**src/rtl/alu_sys_pkg.sv**
```systemverilog
// Shared ALU-subsystem types: sender FSM state encoding and frame byte-count helper.
// Pure declarations; no logic, no latency or flow-control behaviour of its own.
package alu_sys_pkg;

    typedef enum logic [1:0] {
        IDLE    = 2'd0,
        SEND    = 2'd1,
        WAIT_HI = 2'd2,
        WAIT_LO = 2'd3
    } sender_state_e;

    // Number of BYTE_W-wide bytes needed to carry a 2*WIDTH-bit ALU result.
    function automatic int byte_count(input int width, input int byte_w);
        return (2 * width) / byte_w;
    endfunction

endpackage

```
**src/rtl/alu_result_sender_if.sv**
```systemverilog
// ALU-result / transmitter handshake bundle between the ALU side and the byte sender.
// Plain wires; the sender drives the TX and status side, the environment the rest.
interface alu_result_sender_if #(
    parameter int WIDTH  = 16,
    parameter int BYTE_W = 8
);
    logic [2*WIDTH-1:0] ALU_OUT;
    logic               OUT_Valid;
    logic               TX_Busy;
    logic [BYTE_W-1:0]  TX_P_DATA;
    logic               TX_D_VLD;
    logic               Sender_Busy;
    logic               Drop_Pulse;

    modport slave (
        input  ALU_OUT, OUT_Valid, TX_Busy,
        output TX_P_DATA, TX_D_VLD, Sender_Busy, Drop_Pulse
    );

    modport master (
        output ALU_OUT, OUT_Valid, TX_Busy,
        input  TX_P_DATA, TX_D_VLD, Sender_Busy, Drop_Pulse
    );
endinterface

```
**src/rtl/alu_sender_fsm.sv**
```systemverilog
// Frame sequencer: state, byte index and TX handshake; strobe one cycle after capture.
// Waits for TX_Busy to rise then fall per byte; results arriving while busy are dropped.
module alu_sender_fsm
    import alu_sys_pkg::*;
#(
    parameter int FRAME = 4,
    parameter int CNT_W = 3
) (
    input  logic             clk,
    input  logic             RST,
    input  logic             out_vld,
    input  logic             tx_busy,
    output logic             tx_d_vld,
    output logic             sender_busy,
    output logic             drop_pulse,
    output logic             load_first,
    output logic             load_next,
    output logic [CNT_W-1:0] byte_idx
);

    sender_state_e    state_q, state_d;
    logic [CNT_W-1:0] cnt_q, cnt_d;
    logic             drop_q, drop_d;

    always_ff @(posedge clk or negedge RST) begin
        if (!RST) begin
            state_q <= IDLE;
            cnt_q   <= '0;
            drop_q  <= 1'b0;
        end else begin
            state_q <= state_d;
            cnt_q   <= cnt_d;
            drop_q  <= drop_d;
        end
    end

    always_comb begin
        state_d    = state_q;
        cnt_d      = cnt_q;
        drop_d     = out_vld && (state_q != IDLE);
        load_first = 1'b0;
        load_next  = 1'b0;
        case (state_q)
            IDLE: begin
                if (out_vld) begin
                    state_d    = SEND;
                    cnt_d      = '0;
                    load_first = 1'b1;
                end
            end
            SEND:    state_d = WAIT_HI;
            WAIT_HI: if (tx_busy) state_d = WAIT_LO;
            WAIT_LO: begin
                if (!tx_busy) begin
                    if (cnt_q == CNT_W'(FRAME - 1)) begin
                        state_d = IDLE;
                        cnt_d   = '0;
                    end else begin
                        state_d   = SEND;
                        cnt_d     = cnt_q + CNT_W'(1);
                        load_next = 1'b1;
                    end
                end
            end
            default: state_d = IDLE;
        endcase
    end

    // byte_idx names the byte being loaded for the upcoming SEND cycle
    assign byte_idx    = cnt_d;
    assign tx_d_vld    = (state_q == SEND);
    assign sender_busy = (state_q != IDLE);
    assign drop_pulse  = drop_q;

endmodule

```
**src/rtl/alu_result_sender.sv**
```systemverilog
// Serialises a 2*WIDTH ALU result into BYTE_W bytes, LSB first; first strobe 1 cycle after capture.
// Paced by TX_Busy per byte; ALU_SENDER_CHKSUM_EN appends an XOR checksum byte to each frame.
module alu_result_sender
    import alu_sys_pkg::*;
#(
    parameter int WIDTH  = 16,
    parameter int BYTE_W = 8
) (
    input  logic                clk,
    input  logic                RST,
    alu_result_sender_if.slave  bus
);

    localparam int N = byte_count(WIDTH, BYTE_W);
`ifdef ALU_SENDER_CHKSUM_EN
    localparam int FRAME = N + 1;
`else
    localparam int FRAME = N;
`endif
    localparam int CNT_W = $clog2(FRAME + 1);

    logic [2*WIDTH-1:0] cap_q, cap_d;
    logic [BYTE_W-1:0]  tx_dat_q, tx_dat_d;
    logic [BYTE_W-1:0]  next_byte;
    logic               load_first, load_next;
    logic [CNT_W-1:0]   byte_idx;

    alu_sender_fsm #(
        .FRAME (FRAME),
        .CNT_W (CNT_W)
    ) u_fsm (
        .clk         (clk),
        .RST         (RST),
        .out_vld     (bus.OUT_Valid),
        .tx_busy     (bus.TX_Busy),
        .tx_d_vld    (bus.TX_D_VLD),
        .sender_busy (bus.Sender_Busy),
        .drop_pulse  (bus.Drop_Pulse),
        .load_first  (load_first),
        .load_next   (load_next),
        .byte_idx    (byte_idx)
    );

    always_ff @(posedge clk or negedge RST) begin
        if (!RST) begin
            cap_q    <= '0;
            tx_dat_q <= '0;
        end else begin
            cap_q    <= cap_d;
            tx_dat_q <= tx_dat_d;
        end
    end

`ifdef ALU_SENDER_CHKSUM_EN
    logic [BYTE_W-1:0] chksum;
    always_comb begin
        chksum = '0;
        for (int i = 0; i < N; i++) chksum = chksum ^ cap_q[i*BYTE_W +: BYTE_W];
    end
`endif

    always_comb begin
        next_byte = '0;
        for (int i = 0; i < N; i++) begin
            if (byte_idx == CNT_W'(i)) next_byte = cap_q[i*BYTE_W +: BYTE_W];
        end
`ifdef ALU_SENDER_CHKSUM_EN
        if (byte_idx == CNT_W'(N)) next_byte = chksum;
`endif
    end

    // Byte 0 comes straight from ALU_OUT so it is ready in the SEND cycle right after capture
    always_comb begin
        cap_d    = cap_q;
        tx_dat_d = tx_dat_q;
        if (load_first) begin
            cap_d    = bus.ALU_OUT;
            tx_dat_d = bus.ALU_OUT[BYTE_W-1:0];
        end else if (load_next) begin
            tx_dat_d = next_byte;
        end
    end

    assign bus.TX_P_DATA = tx_dat_q;

endmodule

```
**src/flat_wrapper.sv**
```systemverilog
// flat-port wrapper written by rule: the top's interface ports become plain ports
module alu_result_sender_flat import alu_sys_pkg::*;
#(
    parameter int WIDTH  = 16,
    parameter int BYTE_W = 8
)
  (clk, RST, bus_ALU_OUT, bus_OUT_Valid, bus_TX_Busy, bus_TX_P_DATA, bus_TX_D_VLD, bus_Sender_Busy, bus_Drop_Pulse);
  alu_result_sender_if #(.WIDTH(WIDTH), .BYTE_W(BYTE_W)) bus_i ();
  input  logic clk;
  input  logic RST;
  input wire logic [$bits(bus_i.ALU_OUT)-1:0] bus_ALU_OUT;
  input wire logic [$bits(bus_i.OUT_Valid)-1:0] bus_OUT_Valid;
  input wire logic [$bits(bus_i.TX_Busy)-1:0] bus_TX_Busy;
  output wire logic [$bits(bus_i.TX_P_DATA)-1:0] bus_TX_P_DATA;
  output wire logic [$bits(bus_i.TX_D_VLD)-1:0] bus_TX_D_VLD;
  output wire logic [$bits(bus_i.Sender_Busy)-1:0] bus_Sender_Busy;
  output wire logic [$bits(bus_i.Drop_Pulse)-1:0] bus_Drop_Pulse;
  assign bus_i.ALU_OUT = bus_ALU_OUT;
  assign bus_i.OUT_Valid = bus_OUT_Valid;
  assign bus_i.TX_Busy = bus_TX_Busy;
  assign bus_TX_P_DATA = bus_i.TX_P_DATA;
  assign bus_TX_D_VLD = bus_i.TX_D_VLD;
  assign bus_Sender_Busy = bus_i.Sender_Busy;
  assign bus_Drop_Pulse = bus_i.Drop_Pulse;
  alu_result_sender #(.WIDTH(WIDTH), .BYTE_W(BYTE_W)) u_core (.clk(clk), .RST(RST), .bus(bus_i));
endmodule
```
**config.mk**
```make
export PLATFORM = sky130hd
export DESIGN_NAME = alu_result_sender_flat
export DESIGN_NICKNAME = d
export VERILOG_FILES = /design/src/rtl/alu_sys_pkg.sv /design/src/rtl/alu_result_sender_if.sv /design/src/rtl/alu_sender_fsm.sv /design/src/rtl/alu_result_sender.sv /design/src/flat_wrapper.sv
export SDC_FILE = /design/constraint.sdc
export NUM_CORES = 1
export LEC_CHECK = 0
export ABC_AREA = 1
export BUFFER_PORTS_ARGS = -buffer_cell sky130_fd_sc_hd__buf_2
export CAP_MARGIN = 20
export CELL_PAD_IN_SITES_DETAIL_PLACEMENT = 0
export CELL_PAD_IN_SITES_GLOBAL_PLACEMENT = 1
export CORE_MARGIN = 1.5
export CORE_UTILIZATION = 43
export CTS_CLUSTER_DIAMETER = 30
export CTS_CLUSTER_SIZE = 30
export DETAILED_ROUTE_END_ITERATION = 8
export GPL_TIMING_DRIVEN = 0
export PLACE_DENSITY = 0.95
export SETUP_SLACK_MARGIN = 0.2
export SYNTH_ARGS = -nofsm -noshare
export SYNTH_HDL_FRONTEND = slang
export SYNTH_SLANG_ARGS = --single-unit
```
**constraint.sdc**
```tcl
create_clock -name clk -period 2.81 [get_ports clk]
set_clock_uncertainty 0.05 [all_clocks]
set_input_delay 0.1405 -clock clk [delete_from_list [all_inputs] [get_ports clk]]
set_output_delay 0.1405 -clock clk [all_outputs]
set_load 0.05 [all_outputs]
```
After elaboration in Yosys (flattened, before gate mapping)
Index checks and enable logic that the tools add are counted.
- register bits after elaboration: 46
- output and inout bits: 11
- mux-type cells: 20
- equal/unequal tests: 10
- $add $sub $neg: 1
- reductions and logical operators: 6
- operators with widths (cell ; number):
    8-bit 2-to-1 mux ; 6
    3-bit by 2-bit equality test with 1-bit output, second input constant ; 3
    3-bit 2-to-1 mux ; 3
    2-bit one-hot mux with 4 select lines ; 1
    1-bit 2-to-1 mux ; 6
    2-bit 2-to-1 mux ; 3
    2-bit != test, second input constant ; 3
    3-bit one-hot mux with 2 select lines ; 1
    2-bit equality test, second input constant ; 2
    2-bit nonzero test ; 2
    3-bit by 1-bit adder with 3-bit output, second input constant ; 1
    3-bit by 1-bit equality test with 1-bit output, second input constant ; 1
    3-bit zero test ; 1
    3-bit AND reduction ; 1
    2-bit by 1-bit equality test with 1-bit output, second input constant ; 1
    2-bit zero test ; 1
    1-bit logical AND ; 1

Logic depth before layout (Yosys ltp)
- word-level depth: 11
- depth in mapped cells: 12

By module
Synthesis repeated with hierarchy kept, for this count alone.
- cells, all modules: 268
- area, all modules: 2194.6 um^2
- modules (own cells, without submodules) (module ; cells an instance ; seq. area each (um^2) ; area an instance (um^2) ; times used):
    alu_result_sender ; 216 ; 1001.0 ; 1815.5 ; 1
    alu_sender_fsm ; 52 ; 150.1 ; 379.1 ; 1

Least setup slack after synthesis
OpenSTA, ideal clock, no wires.
- kind: flip-flop to flip-flop
- start point: register u_core.u_fsm.state_q[0]
- end point: register u_core.tx_dat_q[5] (netlist: u_core.bus.TX_P_DATA[5])
- path buffers: 1
- stages on the path, launching flop included: 12
- required time: 2.638 ns
- setup time: 0.122 ns
- slack: 0.999 ns
- arrival: 1.639 ns
- cell sequence: dfrtp_1 inv_1 ha_1 inv_1 nand2_1 o21ai_4 buf_6 nor2_8 nand2_1 nand3_1 nand2_1 a21oi_1
- word-level cells in the longest chain between the ends: 9
- elaborated cells between the ends (all ways): 16
- ends and longest elaborated chain (item ; line ; source):
    start: declaration ; alu_sender_fsm.sv:21 ; sender_state_e state_q, state_d;
    start signal: assignment ; alu_sender_fsm.sv:31 ; state_q <= state_d;
    2-bit equality test / 2-bit zero test (equally long branches) ; alu_sender_fsm.sv:43 ; case (state_q)
    3-bit one-hot mux with 2 select lines (*) ; alu_sender_fsm.sv:43 ;
    named net u_core.byte_idx[1] ; alu_result_sender.sv:26 ; logic [CNT_W-1:0] byte_idx;
    3-bit zero test ; alu_result_sender.sv:65 ; if (byte_idx == CNT_W'(i)) next_byte = cap_q[i*BYTE_W +: BYTE_W];
    8-bit 2-to-1 mux (3 in a row) ; alu_result_sender.sv:65 ;
    8-bit 2-to-1 mux (*) ; alu_result_sender.sv:65 ;
    8-bit 2-to-1 mux (*) ; alu_result_sender.sv:79 ; end else if (load_next) begin
    8-bit 2-to-1 mux (*) ; alu_result_sender.sv:76 ; if (load_first) begin
    end signal: assignment ; alu_result_sender.sv:50 ; tx_dat_q <= tx_dat_d;
    end: declaration ; alu_result_sender.sv:23 ; logic [BYTE_W-1:0] tx_dat_q, tx_dat_d;
The timed path passes the listed nets; every way through them passes the cells marked *. The select of a mux whose other input is x is not followed.
A chain may end at the register's enable or synchronous reset.

Final worst setup path
- start point: register u_core.u_fsm.state_q[0]
- end point: register u_core.cap_q[25]
- word-level cells in the longest chain between the ends: 2
- ends and longest elaborated chain (item ; line ; source):
    2-bit zero test ; alu_sender_fsm.sv:43 ;
    1-bit 2-to-1 mux ; alu_sender_fsm.sv:43 ;
    end signal: assignment ; alu_result_sender.sv:49 ; cap_q <= cap_d;
    end: declaration ; alu_result_sender.sv:22 ; logic [2*WIDTH-1:0] cap_q, cap_d;
Every way passes these cells.

==> impl_metrics.py <==
metrics = {
    "synth": {
        "synth_top_area_share_pct": 51.3,
        "synth_seq_cells": 46,
        "synth_edf_count": 0,
        "netlist_area_mm2": 0.00224,
        "synth_seq_area_share_pct": 51.3,
        "syn_area_per_cell_um2": 8.25,
        "yosys.cell_count.top_type": "nand2_1",
        "syn_nets": 313,
        "synthArstFlopShare_pct": 100,
        "synth_top_area_cell": "dfrtp_1",
        "synthFlopType": "dfrtp_1",
        "yosys-top-cells-area": "dfrtp_1 (51%), nand2_1 (18%), a21oi_1 (5.6%)",
        "synth_cells": 272,
        "ys_types": 19,
        "ys_warn_count": 0,
        "synth.cells.most_frequent": "nand2_1 (106), dfrtp_1 (46), a21oi_1 (25)",
    },
    "power_and_ir_drop": {
        "power_density_mw_per_mm2": 1040,
        "p_sw_w": 0.00136,
        "comb_power_share_pct": 48.5,
        "p_leak_nw": 1.48,
        "ir_drop_mv": 0.522,
        "seq_power_share_pct": 37.5,
        "switching_share_pct": 45.5,
        "p_int_w": 0.00164,
        "clockPowerShare_pct": 14.0,
    },
    "floorplan": {
        "dieArea_mm2": 0.00566,
        "die_w_um": 75.2,
        "row_count": 26,
        "ios": 47,
        "start_util_pct": 44.2,
        "die_h_um": 75.2,
        "core-area_mm2": 0.00507,
    },
    "global_routing": {
        "track_usage_pct": 19.5,
        "grt_start_max_net_pins": 47,
        "antenna_found_initial": 0,
        "grt_pass1_vias": 1923,
        "grt_pass1_wl_um": 8340,
        "grt.overflow.total": 0,
    },
    "hold_path": {
        "hold_class": "in -> reg",
    },
    "cts": {
        "insertion_delay_ns": 0.30,
        "clkSinkCount": 46,
        "numCtsBuffers": 5,
        "cts.clk_slew.worst_paths_ns": 0.08,
        "cts_max_path_buffers": 2,
        "cts_tree": "built",
        "htree_levels": 2,
        "cts-root-buf": "clkbuf_8",
    },
    "timing": {
        "period_share_pct": 72.8,
        "tns_ns": 0,
        "rsz0062_at_grt": "false",
        "relSlewSlack_pct": 65.0,
        "finalHoldViolations": 0,
        "worst_slew_pin_slew_ns": 0.525,
        "finalMaxSlewViolations": 0,
        "min_period_ns": 2.05,
        "fmax_ghz": 0.489,
        "setup_viol": 0,
    },
    "place": {
        "place_congestion": 0.815,
        "hpwl_um": 3620,
        "portBuffers": 46,
    },
    "finish": {
        "fillers": 488,
        "final_util_pct": 56.6,
        "drive_gt1_share_pct": 21.3,
        "final_net_count": 387,
        "diodes": 0,
        "area_growth_pct": 28.1,
    },
    "drt": {
        "drt-total-wl_um": 5090,
        "num_vias": 2008,
        "wl_per_cell_um": 12.2,
        "drt_drc_violations_left": 0,
        "ant_nets": 0,
        "dr.pass1.iters": 4,
        "dr.first_iter.drc_count": 106,
        "avgViaCountPerCell": 4.82,
    },
    "setup_path": {
        "critPathMaxFanout": 10,
        "required_ns": 2.93,
        "worst-setup-path-type": "reg -> reg",
        "critPathCaptureType": "flop",
        "cp-start-kind": "flop",
        "cp.arrival_ns": 2.17,
    },
    "status": {
        "status": "finished clean",
    },
    "job": {
        "drv_cap": 0,
    },
}
-- state kept, by name, indices dropped and copies added (netlist names) --
name	flops
u_core.bus.TX_P_DATA	8
u_core.cap_q	32
u_core.u_fsm.cnt_q	3
u_core.u_fsm.drop_pulse	1
u_core.u_fsm.state_q	2
-- layer usage --
layer / track usage, % / up-vias / part of all wire (%)
met5: 0 / - / 0
met4: 6.55 / 0 / 1.5
met3: 2.95 / 7 / 2.5
met2: 31.6 / 33 / 48
met1: 26.9 / 949 / 48
li1: - / 1019 / -
-- metrics by stage --
| step | worst slack [ns] | hold slack, ns | std cells | total power, W | area, um^2 |
|---|---|---|---|---|---|
| finish | 0.763 | 0.00641 | 417 | 0.00300 | 2870 |
| CTS | 0.739 | 0.00208 | 416 | 0.00302 | 2850 |
| global placement | 0.798 | 0.285 | 388 | 0.00254 | 2560 |
| detailed placement | 0.784 | 0.287 | 388 | 0.00257 | 2560 |
| global route | 0.557 | 0.0106 | 417 | 0.00325 | 2870 |
| floorplan | 0.999 | -0.205 | 272 | 0.00222 | 2240 |
-- area by class of cell --
type                       count  area, um^2  share of cell area (%)
buffer                        11        62.6                    2.18
clock buffer                   7        86.3                    3.01
clock inverter                 1        5.00                   0.174
inverter                      19        71.3                    2.48
multi-input combinational    196         958                    33.4
sequential                    46        1150                    40.1
tap                           70        87.6                    3.05
timing repair buffer          67         450                    15.7
-- critical path: stages (launching register included) --
cell and delay (ns):
dfrtp_1 0.43, inv_1 0.11, ha_1 0.26, nand2_1 0.21, inv_1 0.11, buf_2 0.22
clkbuf_1 0.37, o21ai_0 0.15
-- path summary, 6_finish.rpt --
| check | startpoint | to | slack (ns) | cells after the start |
|---|---|---|---|---|
| min reg2reg | u_core.cap_q[3]$_DFFE_PN0P_ | u_core.cap_q[3]$_DFFE_PN0P_ | 0.44 | 2 |
| max | u_core.u_fsm.state_q[0]$_DFFE_PN0P_ | u_core.cap_q[25]$_DFFE_PN0P_ | 0.76 | 7 |
| max reg2reg | u_core.u_fsm.state_q[0]$_DFFE_PN0P_ | u_core.cap_q[25]$_DFFE_PN0P_ | 0.76 | 7 |
| min in group asynchronous | RST | u_core.cap_q[29]$_DFFE_PN0P_ | 0.29 | 2 |
| min | bus_ALU_OUT[3] | u_core.cap_q[3]$_DFFE_PN0P_ | 0.006 | 3 |
| max in group asynchronous | RST | u_core.cap_q[17]$_DFFE_PN0P_ | 1.91 | 3 |
-- placed cells by master (no fill, tap or decap) --
cell type / netlist / routed
nand2_1: 106 / 106
clkbuf_8: 0 / 6
o211ai_1: 8 / 8
dfrtp_1: 46 / 46
nand3_2: 2 / 2
inv_1: 17 / 17
a21oi_1: 25 / 25
o21ai_0: 12 / 12
dlygate4sd3_1: 0 / 20
nand4_1: 1 / 1
buf_2: 5 / 51
nand3_1: 18 / 18
o21ai_4: 1 / 1
nor2_1: 10 / 10
ha_1: 5 / 5
clkinv_2: 0 / 1
nor2_8: 2 / 2
nor2_4: 1 / 1
clkbuf_1: 4 / 5
inv_2: 2 / 2
nand2_2: 5 / 5
buf_6: 2 / 2
buf_12: 0 / 1
-- power groups by stage --
stage,Sequential (W),Combinational (W),Clock (W)
final,0.00113,0.00145,0.000420
after CTS,0.00113,0.00147,0.000426
after detailed placement,0.00114,0.00143,0
after global placement,0.00113,0.00141,0
after floorplan,0.00132,0.000896,0
after global routing,0.00116,0.00164,0.000449
-- timing repair --
item | in CTS | in global routing
setup buffers | 0 | 0
hold buffers | 20 | 0
hold endpoints to repair | 30 | 0
gates resized for setup | 0 | 0
-- cells by family after synthesis --
family                   count (synthesis)  synth area share, %
AND/OR/NAND/NOR                        145                 28.3
AO/OA/AOI/OAI                           46                 11.7
flip-flops                              46                 51.3
buffers and inverters                   30                 5.97
adder cells (fa/ha/maj)                  5                 2.79
No activity file was read; power rests on OpenSTA's default activity.
